`config.mk`:
```
export PLATFORM = sky130hd
export DESIGN_NAME = clk_div_multi
export DESIGN_NICKNAME = d
export VERILOG_FILES = /design/src/rtl/clk_div_multi.sv
export SDC_FILE = /design/constraint.sdc
export NUM_CORES = 1
export LEC_CHECK = 0
export BUFFER_PORTS_ARGS = -buffer_cell sky130_fd_sc_hd__buf_4
export CORE_MARGIN = 2
export CORE_UTILIZATION = 44
export DETAILED_ROUTE_END_ITERATION = 8
export PLACE_DENSITY = 0.73
export SLEW_MARGIN = 20
export SYNTH_ARGS = -nofsm -noshare
export SYNTH_HDL_FRONTEND = slang
export SYNTH_SLANG_ARGS = --single-unit
```
`constraint.sdc`:
```
create_clock -name clk -period 2.6 [get_ports clk]
set_input_delay 0.13 -clock clk [delete_from_list [all_inputs] [get_ports clk]]
set_output_delay 0.13 -clock clk [all_outputs]
set_load 0.02 [all_outputs]
```
`src/rtl/clk_div_multi.sv`:
```
// Multi-channel programmable clock divider. Each channel divides clk by its own ratio,
// with near-50% or single-pulse duty; new settings are adopted only at period boundaries.
module clk_div_multi #(
  parameter int NCH   = 4,
  parameter int DIV_W = 8
) (
  input  logic                 clk,
  input  logic                 rst_n,
  input  logic [NCH*DIV_W-1:0] div_num,
  input  logic [NCH-1:0]       mode,
  input  logic [NCH-1:0]       en,
  input  logic                 sync,
  output logic [NCH-1:0]       clk_out,
  output logic [NCH-1:0]       tick,
  output logic [NCH-1:0]       upd_ack
);

  localparam logic [DIV_W-1:0] ONE   = DIV_W'(1);
  localparam logic [DIV_W-1:0] TWO   = DIV_W'(2);
  localparam logic [DIV_W:0]   ONE_X = (DIV_W+1)'(1);

  for (genvar i = 0; i < NCH; i++) begin : g_ch
    logic [DIV_W-1:0] r_act_q, r_act_d;
    logic [DIV_W-1:0] cnt_q, cnt_d;
    logic             mode_act_q, mode_act_d;
    logic             clk_q, clk_d;
    logic             tick_q, tick_d;
    logic             ack_q, ack_d;
    logic [DIV_W-1:0] r_in, r_new;
    logic [DIV_W:0]   high_t, cnt_nxt;
    logic             running, load;

    always_comb begin
      r_in       = div_num[i*DIV_W +: DIV_W];
      running    = (r_act_q >= TWO);
      // A stopped channel re-evaluates its settings on every edge.
      load       = !running || sync || (cnt_q == r_act_q - ONE);
      high_t     = mode_act_q ? ONE_X : (({1'b0, r_act_q} + ONE_X) >> 1);
      cnt_nxt    = {1'b0, cnt_q} + ONE_X;
      r_new      = (en[i] && (r_in >= TWO)) ? r_in : '0;

      r_act_d    = r_act_q;
      mode_act_d = mode_act_q;
      cnt_d      = cnt_q;
      clk_d      = 1'b0;
      tick_d     = 1'b0;
      ack_d      = 1'b0;

      if (load) begin
        r_act_d    = r_new;
        mode_act_d = mode[i];
        cnt_d      = '0;
        clk_d      = (r_new >= TWO);
        tick_d     = (r_new >= TWO);
        ack_d      = (r_new != r_act_q) || (mode[i] != mode_act_q);
      end else begin
        cnt_d      = cnt_nxt[DIV_W-1:0];
        clk_d      = (cnt_nxt < high_t);
      end
    end

    always_ff @(posedge clk or negedge rst_n) begin
      if (!rst_n) begin
        r_act_q    <= '0;
        mode_act_q <= 1'b0;
        cnt_q      <= '0;
        clk_q      <= 1'b0;
        tick_q     <= 1'b0;
        ack_q      <= 1'b0;
      end else begin
        r_act_q    <= r_act_d;
        mode_act_q <= mode_act_d;
        cnt_q      <= cnt_d;
        clk_q      <= clk_d;
        tick_q     <= tick_d;
        ack_q      <= ack_d;
      end
    end

    assign clk_out[i] = clk_q;
    assign tick[i]    = tick_q;
    assign upd_ack[i] = ack_q;
  end

endmodule

```
==> flow_summary.ini, run 1 <==
[layout]
drive_gt1_share_pct = 15.6
n_antenna_cell = 0
syn_to_final_growth_pct = 15.7
final_util_pct = 51.8
nets = 867
fin_area_um2 = 7470

[timing]
setup_viol = 0
fmax_mhz = 418
hold_slack_ps = 25.1
slew_violations = 0
finalHoldViolCount = 0
fin_crit_sh_pct = 92.0
finClkSkew_ps = 4.87
worst_slack_ps = 207
finalCriticalPeriod_ps = 2390
timing.setup.tns_ps = 0
relSlewSlack_pct = 55.9
worstMarginPinSlew_ps = 662

[clock_network]
cts_buffer_depth = 2
htreeDepth = 3
insertion_delay_ps = 340
cts_tree = yes
cts.sinks = 80
path_clk_slew_ps = 60
cts_buffers = 9
clockRootBuffer = clkbuf_16

[yosys]
synth.area.mux_share_pct = 6.04
yosysWarningCount = 0
synth_edf_count = 0
synth_compound_area_share_pct = 13.3
synthSimpleGateAreaFrac_pct = 21.0
synth-seq-area-share_pct = 31.0
ys_types = 61
synth_top_family_by_area = simple AND/OR/NAND/NOR gates
async_flop_share_pct = 100
ys_seq_elements = 80
synthesis.nets = 824
synthAdderAreaFrac_pct = 8.52
syn_area_per_cell_um2 = 8.77
synthXorXnorAreaFrac_pct = 13.4
syn_inst = 737
synth_flop_cell = dfrtp_1
synthesis.area_um2 = 6460

[place]
place_congestion = 0.855
post-place-ws_ps = 113
io_buffers = 54
place_hpwl_um = 11100
post_dp_cell_area_um2 = 7100

[setup_path]
crit_buf_inv = 0
crit_type = reg -> reg
rr_startpoint = g_ch[3].r_act_q[4]
critPathTopFamily = simple AND/OR/NAND/NOR gates
crit_chain = or4_4 > or3_1 > and4b_1 > a41oi_4 > o31ai_4 > mux2_4
cp.required_ps = 2830
end_kind = flip-flop
worstRegToRegCells = 6
r2r_end = g_ch[3].mode_act_q
critPathLaunchType = flip-flop
max_stage_delay_ps = 580
worst_path_max_delay_cell = or4_4
crit_arrival_ps = 2620
ff2ff_setup_slack_ps = 210
crit_fanout = 13

[min_path]
hold_class = in -> reg
hold_path_end = g_ch[1].mode_act_q
hold_start = mode[1]
hold_depth = 2

[detailed_routing]
vias = 5356
drc = 0
ant_nets = 0
vias_per_cell = 5.53
drt_iter0_drc = 352
totalWireLength_um = 14700
wire_per_inst_um = 15.2
first_pass_iters = 5

[pwr]
ir_drop_v = 0.000340
p_leak_nw = 3.37
power_density_nw_per_um2 = 644

[global_routing]
grt_usage_pct = 19.3
grt_max_degree = 52
grt_first_pass_wirelength_um = 25300
antenna_found_initial = 0
first_global_vias = 5246
grt-ovfl-total = 0

[die]
dieArea_um2 = 15700
io-pin-count = 55
start_util_pct = 44.8
die_w_um = 125
core_area_um2 = 14400
rows = 44
die_y_um = 125

[outcome]
status = completed

[run]
drv_cap = 0
## through the flow
stage                     power [mW]  instances
after floorplan                 2.87        737
after global placement          3.32        952
after detailed placement        3.35        952
after CTS                       4.84        968
after global routing            5.13        968
final                           4.81        968
## Yosys cell counts, types with 9 or more instances
cell type | number | area (um^2)
a21o_1 | 9 | 67.6
and2_1 | 17 | 106
buf_4 | 12 | 90.1
clkbuf_1 | 38 | 143
dfrtp_1 | 80 | 2000
ha_1 | 44 | 551
inv_1 | 38 | 143
mux2i_1 | 33 | 330
nand2_1 | 44 | 165
nand2b_1 | 23 | 144
nand3_1 | 49 | 245
nor2_1 | 35 | 131
nor2b_1 | 18 | 113
nor3_1 | 22 | 110
nor4_1 | 10 | 62.6
o21ai_0 | 46 | 230
xnor2_1 | 60 | 526
xor2_1 | 39 | 342
## flip-flops by register name, summed over array words and instances (netlist names)
signal and flops:
g_ch.r_act_q 32, g_ch.cnt_q 32, g_ch.tick_q 4, g_ch.mode_act_q 4, g_ch.ack_q 4, g_ch.clk_q 4
## per-layer routing
| layer | GRT usage (%) | routed length (um) | part of all wire (%) | up-vias |
|---|---|---|---|---|
| met5 | 0 | 0 | 0 | - |
| met4 | 5.23 | 178 | 1.2 | 0 |
| met3 | 2.57 | 530 | 3.6 | 14 |
| met2 | 31.6 | 6860 | 47 | 122 |
| met1 | 27.1 | 7130 | 49 | 2550 |
| li1 | - | - | - | 2670 |
## power breakdown
part           switching (mW)  total, mW  internal [mW]
Sequential              0.214       1.62           1.41
Combinational           0.906       1.74          0.834
Clock                   0.524       1.45          0.931
Total                    1.64       4.81           3.17
## placed cells by master (no fill, tap or decap), drive strengths merged, types with 6 or more instances in the layout
cell	n
nor3	22
or3	7
nand3	49
mux2i	33
xnor2	60
ha	44
a21o	9
clkbuf	9
a31oi	8
a32o	7
xor2	39
nor4	10
nor2b	18
nand3b	6
nand2	44
o21ai	46
buf	90
a21oi	8
and2	17
nor2	35
inv	38
nand2b	23
dfrtp	80
## kinds of logic (layout without fill, tap and decap cells)
logic type | count (synthesis) | in the layout
adders and majority gates | 44 | 44
DFF | 80 | 80
muxes | 38 | 38
xor gates and xnor gates | 99 | 99
and+or+nand+nor | 255 | 255
AOI/OAI and AO/OA | 124 | 124
buffers and inverters | 97 | 144
## worst max path at each step
stage	startpoint	to	slack, ps	depth (start not counted)
6_report	g_ch[3].r_act_q[4]	g_ch[3].mode_act_q	210	6
5_1_grt	g_ch[3].r_act_q[2]	g_ch[3].clk_q	-30	12
4_1_cts	g_ch[1].r_act_q[0]	g_ch[1].r_act_q[6]	80	9
3_5_place_dp	g_ch[1].r_act_q[0]	g_ch[1].r_act_q[6]	110	9
3_3_place_gp	g_ch[0].r_act_q[0]	g_ch[0].mode_act_q	200	9
2_1_floorplan	g_ch[2].r_act_q[0]	g_ch[2].mode_act_q	90	11
## area by class of cell
cell class	count	area [um^2]
clock inverters	6	109
clock buffers	9	225
repair buffers	91	698
fillers	1364	6950
multi-input cells	560	4060
flip-flops and latches	80	2010
well taps	184	230
inverters	38	143
## what timing repair did
| item | 4_1_cts | 5_1_grt |
|---|---|---|
| endpoints found under the hold margin | 49 | 0 |
| resized for setup | 0 | 7 |
| hold buffers | 1 | 0 |
| buffers inserted | 0 | 0 |
| endpoints found under the setup margin | 0 | 19 |
Note: power is estimated with default switching activity, not from simulation.
==> inputs of run 2 (changes only) <==
PLACE_DENSITY = 0.65   (was 0.73)
==> flow_summary.ini, run 2 (same netlist as run 1, synthesis figures left out) <==
[outcome]
status = completed

[setup_path]
r2r_end = g_ch[1].clk_q
worstRegToRegCells = 9
worst_path_max_delay_cell = dfrtp_1
max_stage_delay_ps = 410
critPathLaunchType = flip-flop
end_kind = flip-flop
crit_top_cell = ha_1
ff2ff_setup_slack_ps = 190
crit_chain = ha_1 > nand3_1 > nor2_1 > xor2_1 > ha_1 > a211o_1 > a211oi_1 > o21ai_0 > mux2i_1
crit_fanout = 4
cp.required_ps = 2870
crit_type = reg -> reg
rr_startpoint = g_ch[1].cnt_q[1]
crit_arrival_ps = 2670

[die]
io-pin-count = 55
start_util_pct = 44.8
core_area_um2 = 14400
die_w_um = 125
rows = 44
die_y_um = 125
dieArea_um2 = 15700

[place]
placed_cells = 949
io_buffers = 54
place_congestion = 0.858
post_dp_cell_area_um2 = 7070
post-place-ws_ps = 36.4
place_hpwl_um = 11400

[timing]
fmax_mhz = 415
finalCriticalPeriod_ps = 2410
worst_slack_ps = 192
slew_violations = 0
finClkSkew_ps = 7.46
fin_crit_sh_pct = 92.6
timing.setup.tns_ps = 0
worstMarginPinSlew_ps = 671
setup_viol = 0
relSlewSlack_pct = 55.3
rsz0062_at_grt = false
finalHoldViolCount = 0

[detailed_routing]
totalWireLength_um = 15000
first_pass_iters = 5
wire_per_inst_um = 15.5
ant_nets = 0
drt_iter0_drc = 389
vias_per_cell = 5.64
vias = 5450
drc = 0

[global_routing]
grt_usage_pct = 19.8
grt_first_pass_wirelength_um = 25900
grt-ovfl-total = 0
grt_max_degree = 43
antenna_found_initial = 0
first_global_vias = 5373

[min_path]
hold_class = in -> reg
hold_depth = 2
hold_start = mode[1]
hold_path_end = g_ch[1].mode_act_q

[clock_network]
cts_buffers = 9
post_cts_buffers = 0
htreeDepth = 3
cts_tree = yes
cts_buffer_depth = 2
path_clk_slew_ps = 60
cts.sinks = 80
insertion_delay_ps = 350
clockRootBuffer = clkbuf_16

[layout]
final_util_pct = 51.5
fin_cells = 966
multi_input_area_um2 = 4070
top_regs = g_ch.cnt_q (32), g_ch.r_act_q (32)
n_antenna_cell = 0
seqCellArea_um2 = 2010
drive_gt1_share_pct = 15.2
fin_area_um2 = 7430
final_common_cell = buf_4
layout_common_cells = 87 x buf_4, 77 x dfrtp_1, 60 x xnor2_1, 49 x nand3_1, 46 x o21ai_0
syn_to_final_growth_pct = 15.0
fillers = 1379
nets = 864

[pwr]
power_density_nw_per_um2 = 632
ir_drop_v = 0.000345
p_leak_nw = 3.35

[run]
drv_cap = 0
run 2: layout make-up:
type / instances / share of cell area, %
clock buffers: 14 / 3.82
clock inverters: 2 / 0.471
inverters: 38 / 1.92
multi-input cells: 560 / 54.8
flip-flops and latches: 80 / 27.0
well taps: 184 / 3.10
repair buffers: 88 / 8.92
run 2: per-stage QoR:
step / power (mW) / hold slack, ps
detailed placement: 3.34 / 176
CTS: 4.71 / 9.06
global route: 5.00 / 33.5
floorplan: 2.87 / -166
global placement: 3.28 / 168
finish: 4.70 / 16.8
run 2: repair_timing:
action                                  CTS  global route
hold buffers                              1             0
hold endpoints to repair                 40             0
endpoints found under the setup margin    0            23
resized for setup                         0             7
run 2: routing by layer:
metal | global-route usage (%) | up-vias | wire length (um)
met2 | 32.1 | 129 | 7230
met4 | 7.97 | 0 | 313
li1 | - | 2642 | -
met1 | 26.4 | 2655 | 6910
met3 | 3.55 | 24 | 538
met5 | 0 | - | 0
run 2: worst max path at each step:
| stage | slack (ps) | cells past startpoint | from | endpoint |
|---|---|---|---|---|
| floorplan | 90 | 11 | g_ch[2].r_act_q[0] | g_ch[2].mode_act_q |
| global placement | 190 | 5 | g_ch[3].r_act_q[1] | g_ch[3].mode_act_q |
| detailed placement | 40 | 9 | g_ch[3].r_act_q[1] | g_ch[3].cnt_q[3] |
| CTS | 7 | 9 | g_ch[3].r_act_q[1] | g_ch[3].cnt_q[5] |
| global route | 30 | 9 | g_ch[3].r_act_q[1] | g_ch[3].cnt_q[5] |
| finish | 190 | 9 | g_ch[1].cnt_q[1] | g_ch[1].clk_q |
run 2: power breakdown:
group	leakage (nW)	switching [mW]	internal (mW)	total (mW)
clock	0.159	0.503	0.847	1.35
combinational	2.16	0.890	0.816	1.71
sequential	1.04	0.239	1.41	1.64
run 2: critical path, delay by kind of cell (launching register included):
family	cells	cell delay, ps
adders and majority gates	2	480
and+or+nand+nor	2	360
xor gates and xnor gates	1	200
DFF	1	410
AOI/OAI and AO/OA	3	720
muxes	1	150
==> inputs of run 3 (changes only) <==
CORE_UTILIZATION = 55   (was 44)
PLACE_DENSITY = 0.78   (was 0.65)
==> flow_summary.ini, run 3 (same netlist as run 1, synthesis figures left out) <==
[layout]
nets = 860
drive_gt1_share_pct = 14.8
syn_to_final_growth_pct = 13.8
final_common_cell = buf_4
fin_cells = 920
n_antenna_cell = 0
layout_common_cells = 82 x buf_4, 76 x dfrtp_1, 60 x xnor2_1, 49 x nand3_1, 46 x o21ai_0
fillers = 941
top_regs = g_ch.cnt_q (32), g_ch.r_act_q (32)

[timing]
rsz0062_at_grt = true
fin_crit_sh_pct = 96.2
finalHoldViolCount = 0
slew_violations = 0
worstMarginPinSlew_ps = 738
fmax_mhz = 400
worst_slack_ps = 99.9
finalCriticalPeriod_ps = 2500
finClkSkew_ps = 5.56
timing.setup.tns_ps = 0
relSlewSlack_pct = 50.8
setup_viol = 0

[clock_network]
cts_tree = yes
clockRootBuffer = clkbuf_16
path_clk_slew_ps = 60
cts_buffers = 9
cts_buffer_depth = 2
insertion_delay_ps = 350
cts.sinks = 80
htreeDepth = 3

[outcome]
status = completed

[place]
placed_cells = 903
io_buffers = 54
place_congestion = 0.893
post-place-ws_ps = 84.2
place_hpwl_um = 11000

[setup_path]
critPathTopFamily = simple AND/OR/NAND/NOR gates
end_kind = flip-flop
rr_startpoint = g_ch[3].r_act_q[4]
max_stage_delay_ps = 580
crit_chain = or4_4 > or3_1 > and4b_1 > a41oi_4 > o31ai_4 > mux2_4
cp.required_ps = 2830
worst_path_max_delay_cell = or4_4
worstRegToRegCells = 6
crit_type = reg -> reg
r2r_end = g_ch[3].mode_act_q
critPathLaunchType = flip-flop
crit_fanout = 13
crit_arrival_ps = 2730
crit_buf_inv = 0
ff2ff_setup_slack_ps = 100
cp-startpoint = g_ch[3].r_act_q[4]

[pwr]
clkPwrFrac_pct = 29.3
p_total_mw = 4.75
p_int_mw = 3.11
sw_frac_of_total_pct = 34.5
power_switching_mw = 1.64
ir_drop_v = 0.000353
share_comb_of_total_power_pct = 36.4
power_density_nw_per_um2 = 646
pwr-share-seq_pct = 34.4
p_leak_nw = 3.33

[die]
dieArea_um2 = 12600
die_y_um = 112
start_util_pct = 56.6
die_w_um = 112
core_area_um2 = 11400
rows = 39
io-pin-count = 55

[min_path]
hold_start = mode[1]
hold_depth = 2
hold_class = in -> reg
hold_path_end = g_ch[1].mode_act_q

[detailed_routing]
ant_nets = 0
totalWireLength_um = 15000
vias_per_cell = 5.95
vias = 5478
drt_iter0_drc = 255
wire_per_inst_um = 16.3
drc = 0
first_pass_iters = 5

[global_routing]
antenna_found_initial = 0
grt_usage_pct = 24.8
grt-ovfl-total = 0
grt_max_degree = 81
first_global_vias = 5429
grt_first_pass_wirelength_um = 25700

[run]
drv_cap = 0
-- run 3: worst register-to-register path, cell delays in order, from the launching register on --
cell	delay, ps
dfrtp_1	380
or4_4	580
or3_1	370
and4b_1	240
a41oi_4	250
o31ai_4	240
mux2_4	340
-- run 3: what timing repair did --
item | in CTS | in global routing
gates resized for setup | 0 | 8
hold endpoints to repair | 0 | 80
hold buffers | 0 | 1
buffers inserted | 0 | 1
setup endpoints to repair | 0 | 23
-- run 3: worst max-delay path by stage --
stage          cells past startpoint            endpoint  slack (ps)
2_1_floorplan                     11  g_ch[2].mode_act_q          90
3_3_place_gp                       6  g_ch[3].mode_act_q         130
3_5_place_dp                       6  g_ch[3].mode_act_q          80
4_1_cts                            6  g_ch[3].r_act_q[6]          70
5_1_grt                            7    g_ch[3].cnt_q[4]         0.2
6_report                           6  g_ch[3].mode_act_q         100
-- run 3: final cells by class --
type / count / area, um^2 / share of cell area, %
Clock buffer: 12 / 256 / 3.49
Clock inverter: 3 / 65.1 / 0.885
Inverter: 38 / 143 / 1.94
Multi-Input combinational cell: 560 / 4070 / 55.3
Sequential cell: 80 / 2010 / 27.3
Tap cell: 143 / 179 / 2.43
Timing Repair Buffer: 84 / 637 / 8.66
-- run 3: layer usage --
| metal | wire length, um | vias up | share of wire, % | global-route usage (%) |
|---|---|---|---|---|
| met5 | 0 | - | 0 | 0 |
| met4 | 220 | 0 | 1.5 | 8.13 |
| met3 | 737 | 22 | 4.9 | 4.43 |
| met2 | 7460 | 165 | 50 | 42.0 |
| met1 | 6570 | 2652 | 44 | 32.4 |
| li1 | - | 2639 | - | - |
-- run 3: metrics by stage --
stage          utilization, %  hold WS [ps]  area, um^2
2_1_floorplan               -          -166        6460
3_3_place_gp             61.1           359        6980
3_5_place_dp             61.1           372        6980
4_1_cts                  63.9          5.58        7300
5_1_grt                  64.4          30.8        7350
6_report                 64.4          29.3        7350
-- run 3: power groups by stage --
stage	Combinational (mW)	Sequential, mW	Clock [mW]
after CTS	1.70	1.63	1.42
final	1.73	1.63	1.39
after global routing	1.91	1.66	1.46
after global placement	1.62	1.63	0
after detailed placement	1.69	1.65	0
after floorplan	1.36	1.51	0
